**src/rtl/scr_pkg.sv**
```systemverilog
// Shared constants and types for the scratch RAM stack controller.
package scr_pkg;

   localparam int unsigned ADDR_W = 8;
   localparam int unsigned DATA_W = 10;

   typedef enum logic [2:0] {
      OP_ST   = 3'd0,
      OP_LD   = 3'd1,
      OP_PUSH = 3'd2,
      OP_POP  = 3'd3,
      OP_CALL = 3'd4,
      OP_RET  = 3'd5,
      OP_WSP  = 3'd6,
      OP_RSP  = 3'd7
   } scr_op_t;

   typedef enum logic [1:0] {
      IDLE = 2'd0,
      EXEC = 2'd1,
      RESP = 2'd2
   } state_t;

endpackage

```
**src/rtl/scr_stack_ctrl_if.sv**
```systemverilog
// Operation request / response handshake between the control unit and the stack controller.
interface scr_stack_ctrl_if;
   import scr_pkg::*;

   logic              op_valid;
   logic              op_ready;
   logic [2:0]        op_code;
   logic [ADDR_W-1:0] op_addr;
   logic [DATA_W-1:0] op_data;
   logic              rsp_valid;
   logic [DATA_W-1:0] rsp_data;
   logic              rsp_err;

   modport master (
      output op_valid, op_code, op_addr, op_data,
      input  op_ready, rsp_valid, rsp_data, rsp_err
   );

   modport slave (
      input  op_valid, op_code, op_addr, op_data,
      output op_ready, rsp_valid, rsp_data, rsp_err
   );

endinterface

```
**src/rtl/stack_pointer.sv**
```systemverilog
// Stack pointer and depth counter; the caller guards dec/inc against full/empty.
module stack_pointer
   import scr_pkg::*;
#(
   parameter int unsigned MAX_DEPTH = 64
) (
   input  logic              clk,
   input  logic              rst,
   input  logic              inc,
   input  logic              dec,
   input  logic              load,
   input  logic [ADDR_W-1:0] load_val,
   output logic [ADDR_W-1:0] sp,
   output logic [ADDR_W-1:0] sp_minus1,
   output logic              full,
   output logic              empty
);

   localparam int unsigned DEPTH_W = $clog2(MAX_DEPTH + 1);

   logic [DEPTH_W-1:0] depth;

   assign sp_minus1 = sp - ADDR_W'(1);
   assign full      = (depth == DEPTH_W'(MAX_DEPTH));
   assign empty     = (depth == '0);

   // SP moves down on push (dec), up on pop (inc); load resets depth.
   always_ff @(posedge clk) begin
      if (rst) begin
         sp    <= '0;
         depth <= '0;
      end else if (load) begin
         sp    <= load_val;
         depth <= '0;
      end else if (dec) begin
         sp    <= sp_minus1;
         depth <= depth + DEPTH_W'(1);
      end else if (inc) begin
         sp    <= sp + ADDR_W'(1);
         depth <= depth - DEPTH_W'(1);
      end
   end

endmodule

```
**src/rtl/scr_stack_ctrl.sv**
```systemverilog
// Sequencing front-end for the 256 x 10-bit scratch RAM: direct access, stack ops, SP access.
module scr_stack_ctrl
   import scr_pkg::*;
#(
   parameter int unsigned MAX_DEPTH = 64
) (
   input  logic              clk,
   input  logic              rst,
   scr_stack_ctrl_if.slave   bus,
   output logic [ADDR_W-1:0] sp_out,
   output logic [ADDR_W-1:0] scr_addr,
   output logic              scr_wr,
   output logic [DATA_W-1:0] scr_din,
   input  logic [DATA_W-1:0] scr_dout
);

   state_t            state;
   scr_op_t           op_q;
   logic [ADDR_W-1:0] addr_q;
   logic              err_q;
   logic              wr_q;
   logic              ready_q;
   logic              rsp_valid_q;
   logic [DATA_W-1:0] rsp_data_q;
   logic              rsp_err_q;

   logic [ADDR_W-1:0] sp;
   logic [ADDR_W-1:0] sp_minus1;
   logic [ADDR_W-1:0] sp_next;
   logic              full;
   logic              empty;
   logic              sp_inc;
   logic              sp_dec;
   logic              sp_load;
   scr_op_t           op_in;
   logic              push_in;
   logic              pop_in;
   logic              err_in;
   logic              push_q;
   logic              pop_q;

   stack_pointer #(.MAX_DEPTH(MAX_DEPTH)) u_sp (
      .clk       (clk),
      .rst       (rst),
      .inc       (sp_inc),
      .dec       (sp_dec),
      .load      (sp_load),
      .load_val  (addr_q),
      .sp        (sp),
      .sp_minus1 (sp_minus1),
      .full      (full),
      .empty     (empty)
   );

   assign op_in   = scr_op_t'(bus.op_code);
   assign push_in = (op_in == OP_PUSH) || (op_in == OP_CALL);
   assign pop_in  = (op_in == OP_POP)  || (op_in == OP_RET);
   assign err_in  = (push_in && full) || (pop_in && empty);
   assign push_q  = (op_q == OP_PUSH) || (op_q == OP_CALL);
   assign pop_q   = (op_q == OP_POP)  || (op_q == OP_RET);

   // SP/depth updates happen on the EXEC edge, suppressed for erroring ops.
   assign sp_dec  = (state == EXEC) && push_q && !err_q;
   assign sp_inc  = (state == EXEC) && pop_q  && !err_q;
   assign sp_load = (state == EXEC) && (op_q == OP_WSP);

   // SP value after the EXEC edge, so scr_addr tracks SP once the op completes.
   always_comb begin
      sp_next = sp;
      if (sp_load)     sp_next = addr_q;
      else if (sp_dec) sp_next = sp_minus1;
      else if (sp_inc) sp_next = sp + ADDR_W'(1);
   end

   assign bus.op_ready  = ready_q;
   assign bus.rsp_valid = rsp_valid_q;
   assign bus.rsp_data  = rsp_data_q;
   assign bus.rsp_err   = rsp_err_q;
   assign sp_out        = sp;
   // Reset kills a pending write in the cycle it is asserted.
   assign scr_wr        = wr_q && !rst;

   // Operation FSM with registered RAM drive and response outputs.
   always_ff @(posedge clk) begin
      if (rst) begin
         state       <= IDLE;
         op_q        <= OP_ST;
         addr_q      <= '0;
         err_q       <= 1'b0;
         wr_q        <= 1'b0;
         ready_q     <= 1'b1;
         rsp_valid_q <= 1'b0;
         rsp_data_q  <= '0;
         rsp_err_q   <= 1'b0;
         scr_addr    <= '0;
         scr_din     <= '0;
      end else begin
         case (state)
            IDLE: begin
               if (bus.op_valid) begin
                  op_q    <= op_in;
                  addr_q  <= bus.op_addr;
                  err_q   <= err_in;
                  ready_q <= 1'b0;
                  state   <= EXEC;
                  case (op_in)
                     OP_ST: begin
                        scr_addr <= bus.op_addr;
                        scr_din  <= bus.op_data;
                        wr_q     <= 1'b1;
                     end
                     OP_LD: scr_addr <= bus.op_addr;
                     OP_PUSH, OP_CALL: begin
                        scr_addr <= sp_minus1;
                        scr_din  <= bus.op_data;
                        wr_q     <= !full;
                     end
                     default: scr_addr <= sp;
                  endcase
               end
            end
            EXEC: begin
               wr_q        <= 1'b0;
               scr_addr    <= sp_next;
               rsp_valid_q <= 1'b1;
               rsp_err_q   <= err_q;
               if (err_q)              rsp_data_q <= '0;
               else if (op_q == OP_RSP) rsp_data_q <= DATA_W'(sp);
               else                    rsp_data_q <= scr_dout;
               state       <= RESP;
            end
            RESP: begin
               rsp_valid_q <= 1'b0;
               rsp_err_q   <= 1'b0;
               ready_q     <= 1'b1;
               state       <= IDLE;
            end
            default: begin
               state   <= IDLE;
               ready_q <= 1'b1;
            end
         endcase
      end
   end

endmodule

```
**src/flat_wrapper.sv**
```systemverilog
// flat-port wrapper written by rule: the top's interface ports become plain ports
module scr_stack_ctrl_flat import scr_pkg::*;
#(
   parameter int unsigned MAX_DEPTH = 64
)
  (clk, rst, sp_out, scr_addr, scr_wr, scr_din, scr_dout, bus_op_valid, bus_op_code, bus_op_addr, bus_op_data, bus_op_ready, bus_rsp_valid, bus_rsp_data, bus_rsp_err);
  scr_stack_ctrl_if bus_i ();
  input  logic clk;
  input  logic rst;
  output logic [ADDR_W-1:0] sp_out;
  output logic [ADDR_W-1:0] scr_addr;
  output logic scr_wr;
  output logic [DATA_W-1:0] scr_din;
  input  logic [DATA_W-1:0] scr_dout;
  input wire logic [$bits(bus_i.op_valid)-1:0] bus_op_valid;
  input wire logic [$bits(bus_i.op_code)-1:0] bus_op_code;
  input wire logic [$bits(bus_i.op_addr)-1:0] bus_op_addr;
  input wire logic [$bits(bus_i.op_data)-1:0] bus_op_data;
  output wire logic [$bits(bus_i.op_ready)-1:0] bus_op_ready;
  output wire logic [$bits(bus_i.rsp_valid)-1:0] bus_rsp_valid;
  output wire logic [$bits(bus_i.rsp_data)-1:0] bus_rsp_data;
  output wire logic [$bits(bus_i.rsp_err)-1:0] bus_rsp_err;
  assign bus_i.op_valid = bus_op_valid;
  assign bus_i.op_code = bus_op_code;
  assign bus_i.op_addr = bus_op_addr;
  assign bus_i.op_data = bus_op_data;
  assign bus_op_ready = bus_i.op_ready;
  assign bus_rsp_valid = bus_i.rsp_valid;
  assign bus_rsp_data = bus_i.rsp_data;
  assign bus_rsp_err = bus_i.rsp_err;
  scr_stack_ctrl #(.MAX_DEPTH(MAX_DEPTH)) u_core (.clk(clk), .rst(rst), .bus(bus_i), .sp_out(sp_out), .scr_addr(scr_addr), .scr_wr(scr_wr), .scr_din(scr_din), .scr_dout(scr_dout));
endmodule
```
**config.mk**
```make
export PLATFORM = sky130hd
export DESIGN_NAME = scr_stack_ctrl_flat
export DESIGN_NICKNAME = d
export VERILOG_FILES = /design/src/rtl/scr_pkg.sv /design/src/rtl/scr_stack_ctrl_if.sv /design/src/rtl/stack_pointer.sv /design/src/rtl/scr_stack_ctrl.sv /design/src/flat_wrapper.sv
export SDC_FILE = /design/constraint.sdc
export NUM_CORES = 1
export LEC_CHECK = 0
export ABC_AREA = 1
export CORE_MARGIN = 2
export CORE_UTILIZATION = 51
export DETAILED_ROUTE_END_ITERATION = 16
export PLACE_DENSITY_LB_ADDON = 0.08
export SETUP_SLACK_MARGIN = 0.5
export SYNTH_ARGS = -nofsm -noshare
export SYNTH_HDL_FRONTEND = slang
export SYNTH_SLANG_ARGS = --single-unit
```
**constraint.sdc**
```tcl
create_clock -name clk -period 2.7 [get_ports clk]
set_input_delay 0.54 -clock clk [delete_from_list [all_inputs] [get_ports clk]]
set_output_delay 0.54 -clock clk [all_outputs]
set_load 0.1 [all_outputs]
```
==> metrics.md <==
| Metric | Value |
|---|---|
| GPL Wtd Cong | `roughly 0.88` |
| Longest Clk Path Bufs | `2` |
| Number of global-route vias before repair | `about 3200` |
| Pins Over Slew Limit | `0` |
| Total negative setup slack | `0 ns` |
| Sw power | `1.15 mW` |
| Routed WL | `about 9000 µm` |
| Design area | `0.00429 mm²` |
| Critical Path Slowest Stage Cell | `clkdlybuf4s50_1` |
| Ports | `74` |
| Area of the mapped netlist | `roughly 0.0033 mm²` |
| Synthesis-to-finish area growth | `29.7%` |
| H-tree levels | `3` |
| Final Non-Filler Cells | `approximately 650` |
| Ys Warns | `0` |
| Max Cap Viol | `0` |
| CTS tree | `yes` |
| Gate power share | `between 30% and 40%` |
| Total power per unit cell area | `roughly 690 mW/mm²` |
| DRC errors left | `0` |
| Worst VDD drop | `a little over 600 µV` |
| Grt total ovfl | `0` |
| Initial Utilization | `a little over half` |
| Number of synthesized register bits | `roughly 60` |
| CP Max Fanout | `8` |
| Post-DP HPWL | `between 6000 and 7000 µm` |
| DR vias/cell | `5.37` |
| Die area | `roughly 0.0071 mm²` |
| GRT Util Overall | `about a quarter` |
| Die width | `~85 µm` |
| Power share of the clock group | `30.7%` |
| Reg2Reg Depth | `16` |
| Min Tclk post-route | `about 2.1 ns` |
| Post-synthesis sequential area ratio | `36.9%` |
| Critical path required time | `2.16 ns` |
| CTS Hold Buffers Added | `0` |
| CP Capture Type | `primary output` |
| Clock root buffer | `clkbuf_8` |
| Critical Path Stages | `3` |
| Number of distinct library cells after synthesis | `34` |
| Leak pwr | `between 1.5 and 2 nW` |
| Register share of total power | `between 30% and 40%` |
| ANT cells | `0` |
| Port Buffers | `between 70 and 80` |
| CP arrival | `1.60 ns` |
| Antenna viol nets, final | `0` |
| Outcome | `finished clean` |
| Hold Path Cell Cnt | `2` |
| Drt first-iter violations | `226` |
| Final Hold Vio Count | `0` |
| Worst skew pair latency | `0.35 ns` |
| Drt wl/cell | `about 14 µm` |
| Ratio of cells with drive above 1 in the final layout | `15.9%` |
| Period utilization | `79.3%` |
| Vias | `3483` |
| RSZ-0062 raised after global routing | `false` |
| First-pass GRT wire length | `between 10000 and 15000 µm` |
| Nets | `~610` |
| Critical path's largest stage delay | `0.64 ns` |
| Sw Ratio | `39.0%` |
| Syn Nets | `~540` |
| Hold Path Class | `flop to flop` |
| Final core occ | `approximately two thirds` |
| Type of origin of the critical path | `input pin` |
| Total power | `a little under 3 mW` |
| Placed Instances | `630` |
| Max-slew headroom | `~57%` |
| Clk slew on worst S/H paths | `0.07 ns` |
| Internal | `roughly 1.8 mW` |
| FILL cells | `570` |
| Clock skew | `0.0107 ns` |
| CP delay by family, top | `buffers and inverters` |
| Row count | `29` |
| Pin count of the biggest net entering global routing | `28` |
| TritonCTS buffer count | `9` |
| Die height | `84.6 µm` |
| Fmax | `~470 MHz` |
| Core footprint | `0.00631 mm²` |
| Worst-path cell chain | `clkdlybuf4s50_1 > nor2_4 > buf_12` |
| Initial antenna violation count | `0` |
| First-pass detailed-route iteration total | `5` |
| WS Path Type | `input pin to primary output` |
| Final setup viols | `0` |
| Worst Tran Pin Value | `0.651 ns` |
| Clock sink total | `61` |
| Crit path buf inv count | `2` |
| Syn Inst Count | `a little under 500` |
| Syn avg cell area | `6.73 µm²` |
| Post-DP Area | `between 0.004 and 0.005 mm²` |
==> worst paths after layout <==
kind              slack [ns]             start                    to
setup / recovery        0.56               rst                scr_wr
hold / removal          0.46  u_core.addr_q[7]      u_core.addr_q[7]
setup reg to reg        0.59   u_core.state[1]  u_core.u_sp.depth[6]
hold reg to reg         0.46  u_core.addr_q[7]      u_core.addr_q[7]
==> layer usage <==
layer / up-vias / wire length, µm / global-route usage, %
li1: 1755 / - / -
met1: 1569 / 3880 / 34.4
met2: 139 / 4250 / 40.5
met3: 20 / 756 / 7.57
met4: 0 / 142 / 9.38
met5: - / 0 / 0
==> power by group through the flow <==
stage / Sequential (mW) / Clock [mW] / Combinational (mW)
4_1_cts: 1.05 / 0.922 / 0.971
6_report: 1.05 / 0.906 / 0.992
3_3_place_gp: 1.07 / 0 / 0.953
2_1_floorplan: 1.41 / 0 / 0.389
3_5_place_dp: 1.07 / 0 / 0.964
5_1_grt: 1.06 / 0.966 / 1.06
==> cell usage in the layout, fill, tap and decap left out, types with 5 or more instances in the layout <==
cell	instances
a21oi_1	44
buf_4	50
clkbuf_8	10
clkdlybuf4s50_1	33
dfxtp_1	59
ha_1	9
inv_1	48
nand2_1	116
nand3_1	34
nand4_1	5
nor2_1	61
o211ai_1	14
o21ai_0	32
xor2_1	6
==> per-stage QoR <==
step	hold WS (ns)	setup slack (ns)
after global placement	0.452	0.520
after global routing	0.484	0.489
after detailed placement	0.456	0.470
final	0.457	0.560
after CTS	0.467	0.521
after floorplan	0.424	0.527
==> Yosys cell counts <==
library cell	number	area, µm²
nand3_1	34	170
ha_1	10	125
nor2_2	2	12.5
buf_6	2	22.5
buf_2	5	25.0
or2_1	1	6.26
inv_1	49	184
a21oi_2	2	17.5
buf_4	1	7.51
o211ai_1	14	105
o21ai_1	4	20.0
dfxtp_1	61	1220
a31oi_1	4	25.0
o21ai_0	32	160
nand4_1	5	31.3
o22ai_1	1	6.26
nand2_2	1	6.26
clkbuf_1	11	41.3
o21ai_2	2	17.5
xor2_1	6	52.6
o311ai_0	1	8.76
or2_2	3	18.8
xnor2_1	1	8.76
a21o_1	1	7.51
a21boi_1	1	7.51
nand3_2	1	10.0
a22oi_1	1	7.51
nor2_1	63	236
inv_2	4	15.0
nand2_1	116	435
nand2_4	3	33.8
a21oi_1	44	220
nor3_1	4	20.0
nor2_4	2	22.5
==> tightest hold or removal path, stage by stage, from the launching register on <==
cell,delay (ns)
dfxtp_1,0.30
inv_1,0.06
a21oi_1,0.06
==> state kept, by name, summed over array words and instances (netlist names) <==
register	flops
u_core.err_q	1
u_core.bus.op_ready	1
u_core.op_q	3
u_core.wr_q	1
u_core.bus.rsp_valid	1
u_core.scr_din	10
u_core.u_sp.sp	8
u_core.addr_q	8
u_core.bus.rsp_data	10
u_core.bus.rsp_err	1
u_core.scr_addr	8
u_core.state	2
u_core.u_sp.depth	7
==> final cells by class <==
class,instances,area (µm²),area share (%)
well taps,77,96.3,2.24
inverters,53,204,4.75
flip-flops and latches,61,1220,28.5
clock buffers,11,141,3.29
multi-input cells,359,1830,42.6
clock inverters,4,72.6,1.69
repair buffers,84,726,16.9
==> cells by family (layout without fill, tap and decap cells) <==
kind of cell    Yosys count  in the layout  synth area share (%)
compound gates          107            107                  18.2
xor+xnor                  7              7                  1.85
fa+ha+maj                10             10                  3.78
buf+inv                  72            152                  8.92
flops                    61             61                  36.9
simple gates            235            235                  30.3
==> timing repair <==
action	CTS	global route
buffers inserted	0	4
pin swaps	0	2
cloned	0	0
resized for setup	3	6
setup endpoints to repair	3	9
Note: power is estimated with default switching activity, not from simulation.
